==> config.mk <==
export PLATFORM = sky130hd
export DESIGN_NAME = branch_sequencer
export DESIGN_NICKNAME = d
export VERILOG_FILES = /design/src/rtl/branch_sequencer.sv
export SDC_FILE = /design/constraint.sdc
export NUM_CORES = 1
export LEC_CHECK = 0
export CAP_MARGIN = 20
export CORE_ASPECT_RATIO = 1.5
export CORE_MARGIN = 3
export CORE_UTILIZATION = 41
export CTS_CLUSTER_DIAMETER = 150
export DETAILED_ROUTE_END_ITERATION = 16
export MAX_ROUTING_LAYER = met4
export PLACE_DENSITY = 0.8
export SETUP_SLACK_MARGIN = 0.05
export SYNTH_ARGS = -nofsm -noshare
export SYNTH_HDL_FRONTEND = slang
export SYNTH_SLANG_ARGS = --single-unit
==> constraint.sdc <==
create_clock -name clk -period 2.4 [get_ports clk]
set_input_delay 0.36 -clock clk [delete_from_list [all_inputs] [get_ports clk]]
set_output_delay 0.36 -clock clk [all_outputs]
set_load 0.03 [all_outputs]
==> src/rtl/branch_sequencer.sv <==
// Branch sequencer: takes one branch/jump request, drives the shared comparator for a
// single evaluation cycle, then resolves, redirects and flushes as the outcome demands.
module branch_sequencer #(
    parameter int XLEN         = 32,
    parameter int FLUSH_CYCLES = 2
) (
    input  logic            clk,
    input  logic            rst,
    input  logic            req_valid,
    output logic            req_ready,
    input  logic [2:0]      req_cntrl,
    input  logic [XLEN-1:0] req_d1,
    input  logic [XLEN-1:0] req_d2,
    input  logic [XLEN-1:0] req_pc,
    input  logic [XLEN-1:0] req_imm,
    output logic [XLEN-1:0] bu_d1,
    output logic [XLEN-1:0] bu_d2,
    output logic [2:0]      bu_cntrl,
    input  logic            bu_take,
    output logic            stall,
    output logic            redirect_valid,
    output logic [XLEN-1:0] redirect_pc,
    output logic            flush,
    output logic            resolved_valid,
    output logic            resolved_taken,
    output logic [31:0]     taken_count
);

    typedef enum logic [1:0] {
        IDLE  = 2'd0,
        EVAL  = 2'd1,
        REDIR = 2'd2,
        FLUSH = 2'd3
    } state_t;

    // Counter is loaded with the last index so that it reaches zero in the final flush cycle.
    localparam logic [3:0] FLUSH_LAST = 4'((FLUSH_CYCLES == 0) ? 0 : FLUSH_CYCLES - 1);

    state_t          state_q;
    logic [3:0]      flush_cnt_q;
    logic [XLEN-1:0] d1_q, d2_q, pc_q, imm_q;
    logic [2:0]      bu_cntrl_q;
    logic [XLEN-1:0] redirect_pc_q;
    logic            req_ready_q, stall_q, redirect_valid_q, flush_q;
    logic            resolved_valid_q, resolved_taken_q;
    logic [31:0]     taken_count_q;

    logic [XLEN-1:0] redirect_pc_d;
    logic [31:0]     taken_count_d;

    assign redirect_pc_d = pc_q + imm_q;
    assign taken_count_d = taken_count_q + 32'd1;

    // NOTE: every state register below uses non-blocking assignment so all flops update
    // together from the values present before the edge; blocking here would race.
    always_ff @(posedge clk) begin
        if (rst) begin
            state_q          <= IDLE;
            flush_cnt_q      <= '0;
            d1_q             <= '0;
            d2_q             <= '0;
            pc_q             <= '0;
            imm_q            <= '0;
            bu_cntrl_q       <= 3'b000;
            redirect_pc_q    <= '0;
            req_ready_q      <= 1'b1;
            stall_q          <= 1'b0;
            redirect_valid_q <= 1'b0;
            flush_q          <= 1'b0;
            resolved_valid_q <= 1'b0;
            resolved_taken_q <= 1'b0;
            taken_count_q    <= '0;
        end else begin
            resolved_valid_q <= 1'b0;
            redirect_valid_q <= 1'b0;
            case (state_q)
                IDLE: begin
                    if (req_valid && req_ready_q) begin
                        d1_q        <= req_d1;
                        d2_q        <= req_d2;
                        pc_q        <= req_pc;
                        imm_q       <= req_imm;
                        bu_cntrl_q  <= req_cntrl;
                        req_ready_q <= 1'b0;
                        stall_q     <= 1'b1;
                        state_q     <= EVAL;
                    end
                end
                EVAL: begin
                    bu_cntrl_q       <= 3'b000;
                    resolved_valid_q <= 1'b1;
                    resolved_taken_q <= bu_take;
                    if (bu_take) begin
                        redirect_valid_q <= 1'b1;
                        redirect_pc_q    <= redirect_pc_d;
                        state_q          <= REDIR;
                    end else begin
                        req_ready_q <= 1'b1;
                        stall_q     <= 1'b0;
                        state_q     <= IDLE;
                    end
                end
                REDIR: begin
                    taken_count_q <= taken_count_d;
                    if (FLUSH_CYCLES == 0) begin
                        req_ready_q <= 1'b1;
                        stall_q     <= 1'b0;
                        state_q     <= IDLE;
                    end else begin
                        flush_q     <= 1'b1;
                        flush_cnt_q <= FLUSH_LAST;
                        state_q     <= FLUSH;
                    end
                end
                FLUSH: begin
                    if (flush_cnt_q == 4'd0) begin
                        flush_q     <= 1'b0;
                        req_ready_q <= 1'b1;
                        stall_q     <= 1'b0;
                        state_q     <= IDLE;
                    end else begin
                        flush_cnt_q <= flush_cnt_q - 4'd1;
                    end
                end
                default: state_q <= IDLE;
            endcase
        end
    end

    // Operand and redirect outputs hold their last captured values; consumers qualify them.
    assign bu_d1          = d1_q;
    assign bu_d2          = d2_q;
    assign bu_cntrl       = bu_cntrl_q;
    assign req_ready      = req_ready_q;
    assign stall          = stall_q;
    assign redirect_valid = redirect_valid_q;
    assign redirect_pc    = redirect_pc_q;
    assign flush          = flush_q;
    assign resolved_valid = resolved_valid_q;
    assign resolved_taken = resolved_taken_q;
    assign taken_count    = taken_count_q;

endmodule

[Word level (Yosys, flattened, before mapping)]
Index checks and enable logic that the tools add are counted.
Cells by class
  $add $sub $neg: 3
  equality and inequality tests: 7
  muxes and demuxes: 19
  bitwise operators: 1
  reduce and logical (&&, ||, !) cells: 14
Operator list (number)
  32-bit by 1-bit adder with 32-bit output (second input constant): 1
  32-bit adder: 1
  2-bit AND reduction: 6
  1-bit 2-to-1 mux: 8
  2-bit inequality test (second input constant): 4
  2-bit one-hot mux with 4 select lines: 1
  4-bit one-hot mux with 2 select lines: 1
  2-bit 2-to-1 mux: 3
  1-bit one-hot mux with 3 select lines: 2
  3-bit one-hot mux with 2 select lines: 1
  2-bit equality test (second input constant): 2
  4-bit zero test: 1
  4-bit 2-to-1 mux: 1
  4-bit AND reduction: 1
  2-bit nonzero test: 2
  4-bit by 1-bit subtractor with 4-bit output (second input constant): 1
  3-bit 2-to-1 mux: 1
  3-bit nonzero test: 1
  2-bit by 1-bit equality test with 1-bit output (second input constant): 1
  2-bit zero test: 1
  1-bit one-hot mux with 2 select lines: 1
  2-bit OR reduction: 1
  1-bit logical AND: 1
  1-bit NOT: 1
Storage, ports and cells
  register bits: 207
  output and inout bits: 137

[Depth between registers and ports, before layout]
  depth after elaboration: 3
  gate-level depth with buffers: 9
  mapped depth without buffers: 9

[Least setup slack after synthesis]
Ideal clock, no wire load.
  path type: reg-to-reg
  start point: reg pc_q[0]
  end point: reg redirect_pc_q[30], in the netlist redirect_pc[30]
  setup time: 122 ps
  arrival time: 2179 ps
  slack: 98 ps
  stages on the path, launching flop included: 10
  buffers on the path: 0
  clock period less this slack: 2302 ps
  cell sequence: dfxtp_1 > ha_1 > fa_1 > a21o_1 > a221oi_2 > o31a_2 > nor3_1 > o2111ai_1 > mux2i_1 > nand3_1
Between the ends
  word-level cells in the longest chain between the ends: 1
RTL lines
  start, declared: RTL line 41  | logic [XLEN-1:0] d1_q, d2_q, pc_q, imm_q;
  start signal, assigned: RTL line 81  | pc_q <= req_pc;
  32-bit adder: RTL line 51  | assign redirect_pc_d = pc_q + imm_q;
  end signal, assigned: RTL line 95  | redirect_pc_q <= redirect_pc_d;
  end, declared: RTL line 43  | logic [XLEN-1:0] redirect_pc_q;
No other way between the ends.
A chain may end at the register's enable or synchronous reset.

[Final worst setup path]
  start point: reg pc_q[4]
  end point: reg redirect_pc_q[24], in the netlist redirect_pc[24]
The elaborated chain is that of the path after synthesis.

==> out/metrics.yaml <==
setup_path:
  cp-end-kind: "register"
  crit_path_cell_trace: "ha_1, buf_4, and3_1, a221oi_4, o21a_1, o31a_4, buf_4, o31ai_2, xnor2_1, o21ai_1"
  critical_path_class: "reg -> reg"
  critical_path.top_delay_family: "compound AO/OA/AOI/OAI gates"
  crit_arrival_ns: 2.62
  cpMaxStageDelayCell: "o31a_4"
  crit_required_ns: 2.77
  crit_top_cell: "buf_4"
  path_max_fanout: 5
  critical_path_buf_inv_count: 2
  max_stage_delay_ns: 0.33
  cp-start-kind: "register"
grt:
  grt_pass1_wl_um: 42800
  grt_max_degree: 90
  antenna_found_initial: 1
  grt_pass1_vias: 8795
  grtUsageTotal: 0.216
  overflow: 0
min_path:
  hold_path_class: "in -> reg"
logic_synthesis:
  synth-warning-count: 0
  synth_top_area_share: 0.446
  post-synth-top-area-cell: "dfxtp_1"
  synth_seq_cells: 207
  ys_seq_area_frac: 0.446
  async_reset_ff_frac: 0
  synth.avg_cell_area_um2: 7.88
  synthTopCellsByCount: "nand2_1, dfxtp_1, a21oi_1"
  synth_edf_count: 0
  synth_ff_type: "dfxtp_1"
  synth_area_um2: 9290
  synthesis.nets: 1349
  synth_most_common_cell: "nand2_1"
  synth.distinct_cells: 60
  synth_cells: 1179
  synth_area_leaders: "dfxtp_1, nand2_1, a21oi_1"
timing:
  setup_slack_ns: 0.152
  finClkSkew_ns: 0.00730
  period_minus_slack_ns: 2.25
  drv_slew: 0
  tightestPinTransition_ns: 0.680
  clock.fmax_mhz: 445
  setup-violations-final: 0
  post-route-period-util: 0.937
  hold_viol_final: 0
  rsz0062_at_grt: "true"
  max_slew_margin: 0.547
placement:
  placedCellCount: 1678
  detailedPlace.worstSlack_ns: -0.0320
  io_buffers: 271
  post-dp-hpwl_um: 19400
  gp_congestion: 0.883
  placed_area_um2: 12300
layout:
  layout-drive-gt1-share: 0.0726
  n_fill_cell: 1927
  final_cells: 1721
  final_nets: 1603
  stdcell_area_um2: 13100
  multi_input_area_um2: 4890
  ff_latch_area_um2: 4150
  area_delta_synth_final_pct: 41.2
die:
  die_area_um2: 24500
  fp.dieH_um: 190
  fp.dieW_um: 129
  start_util: 0.423
  std_cell_rows: 66
  io_pins: 272
  core_area_um2: 22000
pwr:
  sw_frac_of_total: 0.285
  seqPwrFrac: 0.437
  p_per_area_nw_per_um2: 658
  ir_drop_mv: 0.491
  internal_power_uw: 6170
  cellLeakagePower_uw: 0.00499
  switchingPower_uw: 2460
  p_clk_frac: 0.365
  combPwrFrac: 0.198
clock_network:
  cts_hold_buf: 0
  cts_buffer_depth: 3
  cts_tree: "yes"
  cts.clk_slew.worst_paths_ns: 0.06
  cts-root-buf: "clkbuf_16"
  clock-sinks: 207
  htreeDepth: 1
  worstSkewPairLatency_ns: 0.49
  cts_buffers: 21
detailed_routing:
  via_count: 9119
  wl_um: 27300
  drt-wirelength-per-cell_um: 15.9
  drt_first_pass_iters: 4
  viasPerCell: 5.30
  drc: 0
  ant_nets: 0
  drtIter0Drc: 534
flow_run:
  max_cap_violations: 0
outcome:
  status: "complete, no violations"
## worst register-to-register path: stages, from the launching register on
cell      delay [ns]
dfxtp_1         0.32
ha_1            0.29
buf_4           0.13
and3_1          0.20
a221oi_4        0.08
o21a_1          0.20
o31a_4          0.33
buf_4           0.15
o31ai_2         0.23
xnor2_1         0.15
o21ai_1         0.07
## path summary, 6_finish.rpt
| check | endpoint | cells past startpoint | from | slack [ns] |
|---|---|---|---|---|
| worst max-delay path | redirect_pc[24] | 10 | pc_q[4] | 0.15 |
| worst min register to register | redirect_pc[3] | 2 | redirect_pc[3] | 0.45 |
| worst min-delay path | taken_count[22] | 2 | rst | 0.26 |
| worst max register to register | redirect_pc[24] | 10 | pc_q[4] | 0.15 |
## through the flow
stage | power [uW] | util | TNS [ns] | hold WS, ns
2_1_floorplan | 4820 | - | 0 | 0.440
3_3_place_gp | 5470 | 0.558 | 0 | 0.441
3_5_place_dp | 5500 | 0.558 | -0.0320 | 0.445
4_1_cts | 8660 | 0.588 | 0 | 0.241
5_1_grt | 9000 | 0.597 | 0 | 0.271
6_report | 8630 | 0.597 | 0 | 0.263
## cell usage in the layout (no fill, tap or decap), types with 9 or more instances in the layout
master / count
xnor2_1: 19
or3_1: 11
dfxtp_1: 205
nand2_1: 341
nand3_1: 30
a21oi_1: 183
buf_4: 27
a21o_1: 11
clkdlybuf4s50_1: 270
ha_1: 23
and3_1: 10
clkbuf_16: 21
nor2_1: 65
nor3_1: 9
o21ai_0: 26
inv_1: 13
xor2_1: 28
nand4_1: 19
## flip-flops by register name (all words and copies together) (netlist names), 3 cells and up, named ones only
register     cells
bu_cntrl         3
bu_d1           32
bu_d2           32
flush_cnt_q      4
imm_q           32
pc_q            32
redirect_pc     32
taken_count     32
## power by group through the flow
stage	sequential (uW)	clock (uW)	combinational, uW
2_1_floorplan	4040	0	786
3_3_place_gp	3820	0	1650
3_5_place_dp	3840	0	1670
4_1_cts	3760	3220	1680
5_1_grt	3790	3340	1860
6_report	3770	3150	1710
## layer usage
metal	part of all wire	track usage	up-vias
met5	0	-	-
li1	-	-	4500
met1	0.39	0.244	4254
met4	0.045	0.0918	0
met2	0.51	0.383	289
met3	0.057	0.0241	76
## layout make-up
type / instances / share of cell area
Clock inverter: 10 / 0.00630
Tap cell: 272 / 0.0260
Timing Repair Buffer: 303 / 0.230
Clock buffer: 27 / 0.0433
Multi-Input combinational cell: 886 / 0.373
Inverter: 14 / 0.00401
Antenna cell: 2 / 0.000382
Sequential cell: 207 / 0.316
## kinds of logic (layout without fill, tap and decap cells)
| family | Yosys count | count (layout) | synth area share |
|---|---|---|---|
| and+or+nand+nor | 517 | 517 | 0.238 |
| AOI/OAI and AO/OA | 281 | 281 | 0.172 |
| DFF | 207 | 207 | 0.446 |
| buffers and inverters | 86 | 354 | 0.0446 |
| xor gates and xnor gates | 47 | 47 | 0.0443 |
| adders and majority gates | 35 | 35 | 0.0480 |
| muxes | 6 | 6 | 0.00674 |
| other | 0 | 2 | 0 |
## what timing repair did
action,in CTS,in global routing
endpoints found under the setup margin,4,14
resized for setup,2,35
setup buffers,1,4
pin swaps,5,9
gates cloned,0,0
(Power assumes the default switching activity.)
